## src/rtl/decoder_pkg.sv

```systemverilog
// Shared widths, the queued {en, code} entry, and the one-hot decode used by the stream decoder.
// Pure definitions: no latency, no flow control.
package decoder_pkg;
   localparam int CODE_W     = 3;
   localparam int ONEHOT_W   = 8;
   localparam int FIFO_DEPTH = 2;
   localparam int ENTRY_W    = 1 + CODE_W;

   typedef struct packed {
      logic              en;
      logic [CODE_W-1:0] code;
   } entry_t;

   function automatic logic [ONEHOT_W-1:0] decode(input entry_t e);
      decode = e.en ? (ONEHOT_W'(1) << e.code) : '0;
   endfunction
endpackage

```

## src/rtl/decoder_fifo2.sv

```systemverilog
// Two-entry skid FIFO of {en, code}; the head is visible combinationally, and a write lands one cycle later.
// Backpressure: a push while full and a pop while empty are both ignored, so the caller gates push with ~o_full.
module decoder_fifo2
   import decoder_pkg::*;
(
   input  logic               clk,
   input  logic               rst,
   input  logic               i_push,
   input  logic [ENTRY_W-1:0] i_dat,
   input  logic               i_pop,
   output logic [ENTRY_W-1:0] o_head,
   output logic [1:0]         o_count,
   output logic               o_full,
   output logic               o_empty
);
   logic [ENTRY_W-1:0] r_mem [0:FIFO_DEPTH-1];
   logic               r_wr_ptr;
   logic               r_rd_ptr;
   logic [1:0]         r_count;
   logic               w_push;
   logic               w_pop;

   assign o_full  = (r_count == 2'(FIFO_DEPTH));
   assign o_empty = (r_count == 2'd0);
   assign o_count = r_count;
   assign o_head  = r_mem[r_rd_ptr];
   assign w_push  = i_push & ~o_full;
   assign w_pop   = i_pop & ~o_empty;

   always_ff @(posedge clk) begin
      if (rst) begin
         r_wr_ptr <= 1'b0;
         r_rd_ptr <= 1'b0;
         r_count  <= 2'd0;
      end else begin
         if (w_push) r_wr_ptr <= ~r_wr_ptr;
         if (w_pop)  r_rd_ptr <= ~r_rd_ptr;
         case ({w_push, w_pop})
            2'b10:   r_count <= r_count + 2'd1;
            2'b01:   r_count <= r_count - 2'd1;
            default: r_count <= r_count;
         endcase
      end
   end

   // Entry storage needs no reset: the pointers and count define which entries are live.
   always_ff @(posedge clk) begin
      if (w_push) r_mem[r_wr_ptr] <= i_dat;
   end
endmodule

```

## src/rtl/decoder_3x8_stream.sv

```systemverilog
// Valid/ready 3-to-8 decoder: one output register fed either from a 2-entry FIFO or directly from the input (1-cycle latency).
// in_ready depends only on the FIFO fill level; the output is held while out_ready is low.
module decoder_3x8_stream
   import decoder_pkg::*;
#(
   parameter int CNT_W = 8
) (
   input  logic                clk,
   input  logic                rst,
   input  logic                in_valid,
   output logic                in_ready,
   input  logic [CODE_W-1:0]   in_code,
   input  logic                in_en,
   output logic                out_valid,
   input  logic                out_ready,
   output logic [ONEHOT_W-1:0] out_onehot,
   output logic [CNT_W-1:0]    dec_count
);
   localparam logic [CNT_W-1:0] CNT_MAX = '1;

   logic                r_out_valid;
   logic [ONEHOT_W-1:0] r_out_onehot;
   logic [CNT_W-1:0]    r_dec_count;

   entry_t              w_in_entry;
   entry_t              w_head;
   logic [1:0]          w_fifo_count;
   logic                w_fifo_full;
   logic                w_fifo_empty;
   logic                w_in_fire;
   logic                w_out_fire;
   logic                w_free;
   logic                w_pop;
   logic                w_bypass;
   logic                w_push;

   assign w_in_entry = {in_en, in_code};
   assign in_ready   = (w_fifo_count < 2'(FIFO_DEPTH));
   assign w_in_fire  = in_valid & ~w_fifo_full;
   assign w_out_fire = r_out_valid & out_ready;
   assign w_free     = ~r_out_valid | out_ready;
   assign w_pop      = w_free & ~w_fifo_empty;
   // Bypass only when nothing is queued, so arrival order is preserved.
   assign w_bypass   = w_in_fire & w_free & w_fifo_empty;
   assign w_push     = w_in_fire & ~w_bypass;

   decoder_fifo2 u_fifo (
      .clk     (clk),
      .rst     (rst),
      .i_push  (w_push),
      .i_dat   (w_in_entry),
      .i_pop   (w_pop),
      .o_head  (w_head),
      .o_count (w_fifo_count),
      .o_full  (w_fifo_full),
      .o_empty (w_fifo_empty)
   );

   always_ff @(posedge clk) begin
      if (rst) begin
         r_out_valid  <= 1'b0;
         r_out_onehot <= '0;
      end else if (w_free) begin
         if (w_pop) begin
            r_out_valid  <= 1'b1;
            r_out_onehot <= decode(w_head);
         end else if (w_bypass) begin
            r_out_valid  <= 1'b1;
            r_out_onehot <= decode(w_in_entry);
         end else begin
            r_out_valid  <= 1'b0;
         end
      end
   end

   always_ff @(posedge clk) begin
      if (rst) begin
         r_dec_count <= '0;
      end else if (w_out_fire && (r_out_onehot != '0) && (r_dec_count != CNT_MAX)) begin
         r_dec_count <= r_dec_count + 1'b1;
      end
   end

   assign out_valid  = r_out_valid;
   assign out_onehot = r_out_onehot;
   assign dec_count  = r_dec_count;
endmodule

```

## config.mk

```make
export PLATFORM = sky130hd
export DESIGN_NAME = decoder_3x8_stream
export DESIGN_NICKNAME = d
export VERILOG_FILES = /design/src/rtl/decoder_pkg.sv /design/src/rtl/decoder_fifo2.sv /design/src/rtl/decoder_3x8_stream.sv
export SDC_FILE = /design/constraint.sdc
export NUM_CORES = 1
export LEC_CHECK = 0
export CAP_MARGIN = 20
export CORE_AREA = 10 10 87 89
export CTS_BUF_LIST = sky130_fd_sc_hd__clkbuf_16
export DETAILED_ROUTE_END_ITERATION = 8
export DIE_AREA = 0 0 97 99
export PLACE_DENSITY = 0.42
export SYNTH_ARGS = -nofsm -noshare
export SYNTH_HDL_FRONTEND = slang
export SYNTH_HIERARCHICAL = 1
export SYNTH_SLANG_ARGS = --single-unit
export TNS_END_PERCENT = 20
```

## constraint.sdc

```tcl
create_clock -name clk -period 2.7 [get_ports clk]
set_clock_uncertainty 0.15 [all_clocks]
set_input_delay 0.27 -clock clk [delete_from_list [all_inputs] [get_ports clk]]
set_output_delay 0.27 -clock clk [all_outputs]
set_load 0.02 [all_outputs]
```

Word-level counts from Yosys, hierarchy flattened

Memory sizes are Yosys's and may differ from the RTL's. A register that Yosys moved wholly into a read port is not among the register bits.
Index checks and enable logic that the tools add are counted.

Magnitude comparators: 1
Reductions and logical operators: 7
Mux-type cells: 11
Shift operators: 2
Bitwise gates (word level): 15
Add/subtract/negate cells: 3
Equal/unequal tests: 4

Operators by type and width:

| cell                                                                | count |
|---|---|
| 8-bit 2-to-1 mux                                                    | 4 |
| 1-bit by 3-bit left shift with 8-bit output (first input constant)  | 2 |
| 8-bit by 1-bit adder with 8-bit output (second input constant)      | 1 |
| 1-bit bitwise AND                                                   | 8 |
| 8-bit != test (second input constant)                               | 1 |
| 8-bit nonzero test                                                  | 1 |
| 1-bit 2-to-1 mux                                                    | 6 |
| 1-bit NOT                                                           | 6 |
| 2-bit == test (second input constant)                               | 2 |
| 2-bit one-hot mux with 2 select lines                               | 1 |
| 2-bit nonzero test                                                  | 2 |
| 2-bit by 1-bit adder with 2-bit output (second input constant)      | 1 |
| 2-bit by 1-bit == test with 1-bit output (second input constant)    | 1 |
| 1-bit logical AND                                                   | 2 |
| 2-bit zero test                                                     | 1 |
| 2-bit less-than comparator (second input constant)                  | 1 |
| 2-bit AND reduction                                                 | 1 |
| 2-bit by 1-bit subtractor with 2-bit output (second input constant) | 1 |
| 1-bit OR                                                            | 1 |

Memories: 1
Bits of input ports: 8
Output and inout bits: 18
Bits in writable memories: 8
Register bits: 21

Memory list:

| memory       | depth | bits a word | rd ports | clocked after memory_dff | write ports | line                | text |
|---|---|---|---|---|---|---|---|
| u_fifo.r_mem | 2     | 4           | 1        | 1                        | 1           | decoder_fifo2.sv:16 | `logic [ENTRY_W-1:0] r_mem [0:FIFO_DEPTH-1];` |

Depth between registers and ports, before layout

Depth in word-level cells: 10
Mapped depth: 9
Depth with buffers taken out: 9

By module

The synthesis kept the hierarchy.

Modules (own cells, without submodules):

| module             | cells each | instances | area an instance (µm²) | seq. area each (µm²) |
|---|---|---|---|---|
| decoder_3x8_stream | 118        | 1         | 991.0                  | 340.3 |
| decoder_fifo2      | 38         | 1         | 509.2                  | 340.3 |

Least setup slack after synthesis

OpenSTA, ideal clock, no wires.

Path kind: reg2reg
Start point: register u_fifo.r_count[0] (netlist: u_fifo/o_count[0])
End point: register u_fifo.r_count[1] (netlist: u_fifo/o_count[1])
Arrival: 1,842 ps
Required time: 2,480 ps
Setup slack: 638 ps
Library setup time: 70 ps
Buffers on the path: 1
Cell stages (with the launch flop): 8
Path through: dfxtp_1 > nor2_1 > clkbuf_1 > nor2_1 > o21a_1 > ha_1 > or3_1 > a21oi_1

Elaborated cells on any way between the ends: 18

RTL lines:

| item                                                                               | line                     | text |
|---|---|---|
| from (decl)                                                                        | decoder_fifo2.sv:19      | `logic [1:0] r_count;` |
| from (signal assigned)                                                             | decoder_fifo2.sv:39      | `2'b10: r_count <= r_count + 2'd1;` |
| from (signal assigned)                                                             | decoder_fifo2.sv:40      | `2'b01: r_count <= r_count - 2'd1;` |
| from (signal assigned)                                                             | decoder_fifo2.sv:41      | `default: r_count <= r_count;` |
| 2-bit zero test (*)                                                                | decoder_fifo2.sv:24      | `assign o_empty = (r_count == 2'd0);` |
| via w_fifo_empty                                                                   | decoder_3x8_stream.sv:29 | `logic w_fifo_empty;` |
| 1-bit NOT (*)                                                                      | decoder_3x8_stream.sv:42 | `assign w_pop = w_free & ~w_fifo_empty;` |
| 1-bit bitwise AND (*)                                                              | decoder_3x8_stream.sv:42 |  |
| via w_pop                                                                          | decoder_3x8_stream.sv:33 | `logic w_pop;` |
| 1-bit bitwise AND (*)                                                              | decoder_fifo2.sv:28      | `assign w_pop = i_pop & ~o_empty;` |
| via u_fifo.w_pop                                                                   | decoder_fifo2.sv:21      | `logic w_pop;` |
| 2-bit by 1-bit == test with 1-bit output / 2-bit == test (equally long branches)   | decoder_fifo2.sv:38      | `case ({w_push, w_pop})` |
| 2-bit one-hot mux with 2 select lines / 2-bit nonzero test (equally long branches) | -                        |  |

Mark *: on every way through the listed nets, which the timed path passes. The rest lies on a longest branch.
A chain may end at the register's enable or synchronous reset.

Worst setup path after layout

Start point: register u_fifo.r_count[0] (netlist: u_fifo/o_count[0])
End point: register u_fifo.r_count[1] (netlist: u_fifo/o_count[1])

Longest elaborated chain between the ends: 10
Elaborated cells on any way between the ends: 18

RTL lines:

| item                                                                               | line                     | text |
|---|---|---|
| 2-bit == test (*)                                                                  | decoder_fifo2.sv:23      | `assign o_full = (r_count == 2'(FIFO_DEPTH));` |
| via w_fifo_full                                                                    | decoder_3x8_stream.sv:28 | `logic w_fifo_full;` |
| 1-bit NOT (*)                                                                      | decoder_3x8_stream.sv:39 | `assign w_in_fire = in_valid & ~w_fifo_full;` |
| 1-bit bitwise AND (*)                                                              | decoder_3x8_stream.sv:39 |  |
| 1-bit bitwise AND (2 in series)                                                    | decoder_3x8_stream.sv:44 | `assign w_bypass = w_in_fire & w_free & w_fifo_empty;` |
| 1-bit NOT                                                                          | decoder_3x8_stream.sv:45 | `assign w_push = w_in_fire & ~w_bypass;` |
| 1-bit bitwise AND (*)                                                              | decoder_3x8_stream.sv:45 |  |
| via w_push                                                                         | decoder_3x8_stream.sv:35 | `logic w_push;` |
| 1-bit bitwise AND (*)                                                              | decoder_fifo2.sv:27      | `assign w_push = i_push & ~o_full;` |
| 2-bit by 1-bit == test with 1-bit output / 2-bit == test (equally long branches)   | decoder_fifo2.sv:38      |  |
| 2-bit one-hot mux with 2 select lines / 2-bit nonzero test (equally long branches) | -                        |  |

Marked as above.

==> impl_summary.md <==
Outcome
The run finished with clean final reports.

Routing
For this block, the routed nets add up to 3800 microns of wire. The first detailed-routing pass ran for 4 iterations. The detailed router placed 1293 vias in this run.

Dividing the detail-routed wire length by the instance count gives 14.6 microns. In this run, the number of DRC markers left after iteration 0 of detailed routing was 86. In this run the remaining antenna-violating nets after routing total 0. Dividing the detail-routed via count by the number of cells gives 4.97. After detailed routing, the number of remaining DRC violations is 0.

Finish
The antenna diode count is 0. In the layout the commonest cells are 25 x clkdlybuf4s50_1, 22 x dfxtp_1, 18 x nor2_1. The final core utilization is 34.1%.

The layout cell share with drive strength beyond 1 is 15.1%. The number of nets in the layout is 194. The most common cell after layout, fill and taps aside is clkdlybuf4s50_1. The growth of design area from synthesis to finish is 33.0%.

Critical path
In this run the critical register-to-register path is captured at u_fifo/o_count[1]$_SDFFE_PP0P_. Counting cells, the worst reg-to-reg path comes to 8. The worst setup path is captured at a flip-flop. For the worst setup path, the data arrival time is 2240 ps. The setup check on the worst reg-to-reg path leaves a slack of 500 ps. Walking the worst path, the cells encountered are nand2b_2 > inv_2 > nand2b_1 > a21oi_1 > nand2_1 > ha_1 > or3_1 > a21oi_1.

The worst setup path category is reg2reg. The delay contributed by the slowest stage of the critical path is 410 ps. The startpoint type of the worst setup path is a flip-flop. The most used cell along the critical path is a21oi_1. The worst path buffer plus inverter count is 1. The launch instance of the worst register-to-register path is u_fifo/o_count[0]$_SDFFE_PP0P_.

On the critical path, the stage with the largest delay is an instance of dfxtp_1. The required time of the critical path is 2740 ps. The category of cells accounting for the largest share of critical-path delay is simple AND/OR/NAND/NOR gates. The biggest fanout along the worst timing path is 5.

STA
The hold violation count in the final report was 0. The total of endpoints with negative setup slack in the final report is 0. After routing, the total negative slack on setup checks comes to 0 ps. The actual slew at the worst max-slew pin is 861 ps.

The final period demand of the worst path is 2200 ps. Setup repair after global routing left no endpoint under its margin. The final-report max-slew violation count came to 0. Headroom to the max-slew limit came out at 42.4%. Static timing analysis puts the maximum clock frequency at 454 MHz. The portion of the clock cycle consumed by the worst path in the final layout is 81.6%.

Yosys
The flip-flop and latch count after synthesis is 30. The count of synthesis-stage warnings from yosys is 6. Counting flops with a built-in enable in the synthesized netlist gives 8. Summing the sequential cell areas from Yosys gives 45.4% of the chip area. Synthesis produced a netlist with a net count of 166. In the synthesized netlist the async set-or-reset flop fraction comes to 0%. Synthesis produced a netlist whose cell count is 156. The synthesized netlist contains 41 unique library cells. The cell area that synthesis handed to floorplanning was 1500 sq um. The per-instance average area after synthesis is 9.62 sq um. The leading register cell type out of synthesis is dfxtp_1.

Global routing
The number of antenna violations at the first check in global routing is 0. The maximum number of pins on one net before global-route repair is 24. The global-route met2 utilization is 13.2%. The global-route wire length before repair is 6140 microns. The met3 routing resource usage after global routing is 3.28%. The most utilized layer in the global route result is met2. In the global route stage, overall resource usage came out at 7.87%. The via count of the first global-routing pass was 1268. For this run, global-route usage on met1 was measured as 8.52%. Summed over all layers, the global routing overflow is 0.

Floorplanning
The floorplan step set the die height to 99 microns. The total area inside the core boundary comes to 5850 sq um. The starting utilization of the core area is 25.6%. The number of cell rows is 28. The die extent in x is 97 microns. In this run the count of I/O pins placed on the die edge is 26.

The die covers 9600 sq um.

Clocking
The cell at the root of the clock tree is clkbuf_16. The post-cts sizing count is 0. The insertion delay of the later-clocked pin in the worst-skew pair is 270 ps. After clock tree synthesis, the clock-pin slew on the worst setup and hold paths is 50 ps.

The H-tree was split into 2 levels. In this run the deepest clock path goes through 2 buffers. The number of setup buffers added after CTS is 0.

The number of clock buffers added by TritonCTS is 5. The total clock sinks is 30. Buffers inserted to repair hold after CTS numbered 0. The TritonCTS clock tree is built.

Hold path
The beginning of the worst hold path is out_onehot[7]$_SDFFE_PP0P_. The worst hold path belongs to the class reg2reg. The worst hold path terminates at out_onehot[7]$_SDFFE_PP0P_.

The hold-critical path depth is 2.

Placement
At the end of routability-driven placement, the weighted congestion stood at 0.718. The wire-length estimate of the detail-placed layout is 2890 microns. The total of buffers placed on input and output ports is 25.

Power
The analysis attributes to cell leakage a power of 0.684 nW. Across the VDD grid, the largest voltage drop is 266 uV. The power density of the placed cells is 836 nW/um^2.

Flow run
Max-cap violations in this run came to 0.
==> metrics by stage <==
stage / hold WS (ps) / worst slack [ps] / power [mW] / cells / area (sq um)
after floorplan: 189 / 638 / 0.892 / 156 / 1500
after global placement: 325 / 333 / 1.05 / 252 / 1830
after detailed placement: 335 / 316 / 1.06 / 252 / 1830
after CTS: 356 / 507 / 1.69 / 260 / 2000
after global routing: 372 / 371 / 1.77 / 260 / 2000
final: 355 / 497 / 1.67 / 260 / 2000
==> where the power goes <==
group | total, mW | internal [mW] | switching, mW
clock | 0.621 | 0.431 | 0.191
combinational | 0.474 | 0.211 | 0.263
sequential | 0.573 | 0.526 | 0.0465
==> worst reg2reg max path, stage by stage (launching register included) <==
cell	delay [ps]
dfxtp_1	410
nand2b_2	180
inv_2	50
nand2b_1	180
a21oi_1	230
nand2_1	90
ha_1	310
or3_1	380
a21oi_1	140
==> worst max path at each step <==
stage	start	endpoint	depth (start not counted)
finish	u_fifo/o_count[0]$_SDFFE_PP0P_	u_fifo/o_count[1]$_SDFFE_PP0P_	8
global route	u_fifo/o_count[0]$_SDFFE_PP0P_	u_fifo/o_count[1]$_SDFFE_PP0P_	8
CTS	u_fifo/o_count[0]$_SDFFE_PP0P_	u_fifo/o_count[1]$_SDFFE_PP0P_	8
detailed placement	out_ready	u_fifo/o_count[1]$_SDFFE_PP0P_	7
global placement	out_ready	u_fifo/o_count[1]$_SDFFE_PP0P_	7
floorplan	u_fifo/o_count[0]$_SDFFE_PP0P_	u_fifo/o_count[1]$_SDFFE_PP0P_	7
==> sequential cells by signal, indices dropped and copies added (netlist names), named ones only <==
signal           cells
u_fifo/r_rd_ptr      1
out_valid            1
u_fifo/o_count       2
dec_count            8
out_onehot           8
u_fifo/r_wr_ptr      1
u_fifo/r_mem         8
==> cell type report <==
class | count | area (sq um)
multi-input combinational | 110 | 749
sequential | 30 | 681
clock buffer | 5 | 125
fill | 597 | 3850
tap | 75 | 93.8
timing repair buffer | 28 | 273
inverter | 9 | 33.8
clock inverter | 3 | 40.0
==> per-layer routing <==
metal	part of all wire, %	up-vias
met5	0	-
met4	1.4	0
met3	6.9	5
met2	49	35
met1	42	608
li1	-	645
==> synth_stat cells (2+ instances only) <==
cell type	instances	area share [%]
or3_2	4	2.0
nor3_1	9	3.0
inv_1	8	2.0
edfxtp_1	8	16
clkbuf_1	3	0.75
nand2b_1	5	2.1
or4_1	2	1.0
mux2_2	4	3.0
nand4_1	3	1.3
o31ai_1	2	1.0
o21ai_0	6	2.0
nand3_1	3	1.0
a21oi_1	10	3.3
o311a_1	8	5.3
o2111ai_1	9	5.3
or3_1	2	0.83
ha_1	2	1.7
nor2_1	18	4.5
xnor2_1	2	1.2
nand2_1	2	0.50
buf_2	2	0.67
nor2b_1	3	1.3
or2_2	2	0.83
dfxtp_1	22	29
==> logic make-up after synthesis <==
kind of cell             after synthesis  synth area share, %
multiplexers                           5                 3.67
flip-flops                            30                 45.4
AO/OA/AOI/OAI                         42                 21.8
XOR/XNOR                               3                 1.75
buffers and inverters                 16                 4.67
AND/OR/NAND/NOR                       58                 21.1
adder cells (fa/ha/maj)                2                 1.67
(Power assumes the default switching activity.)
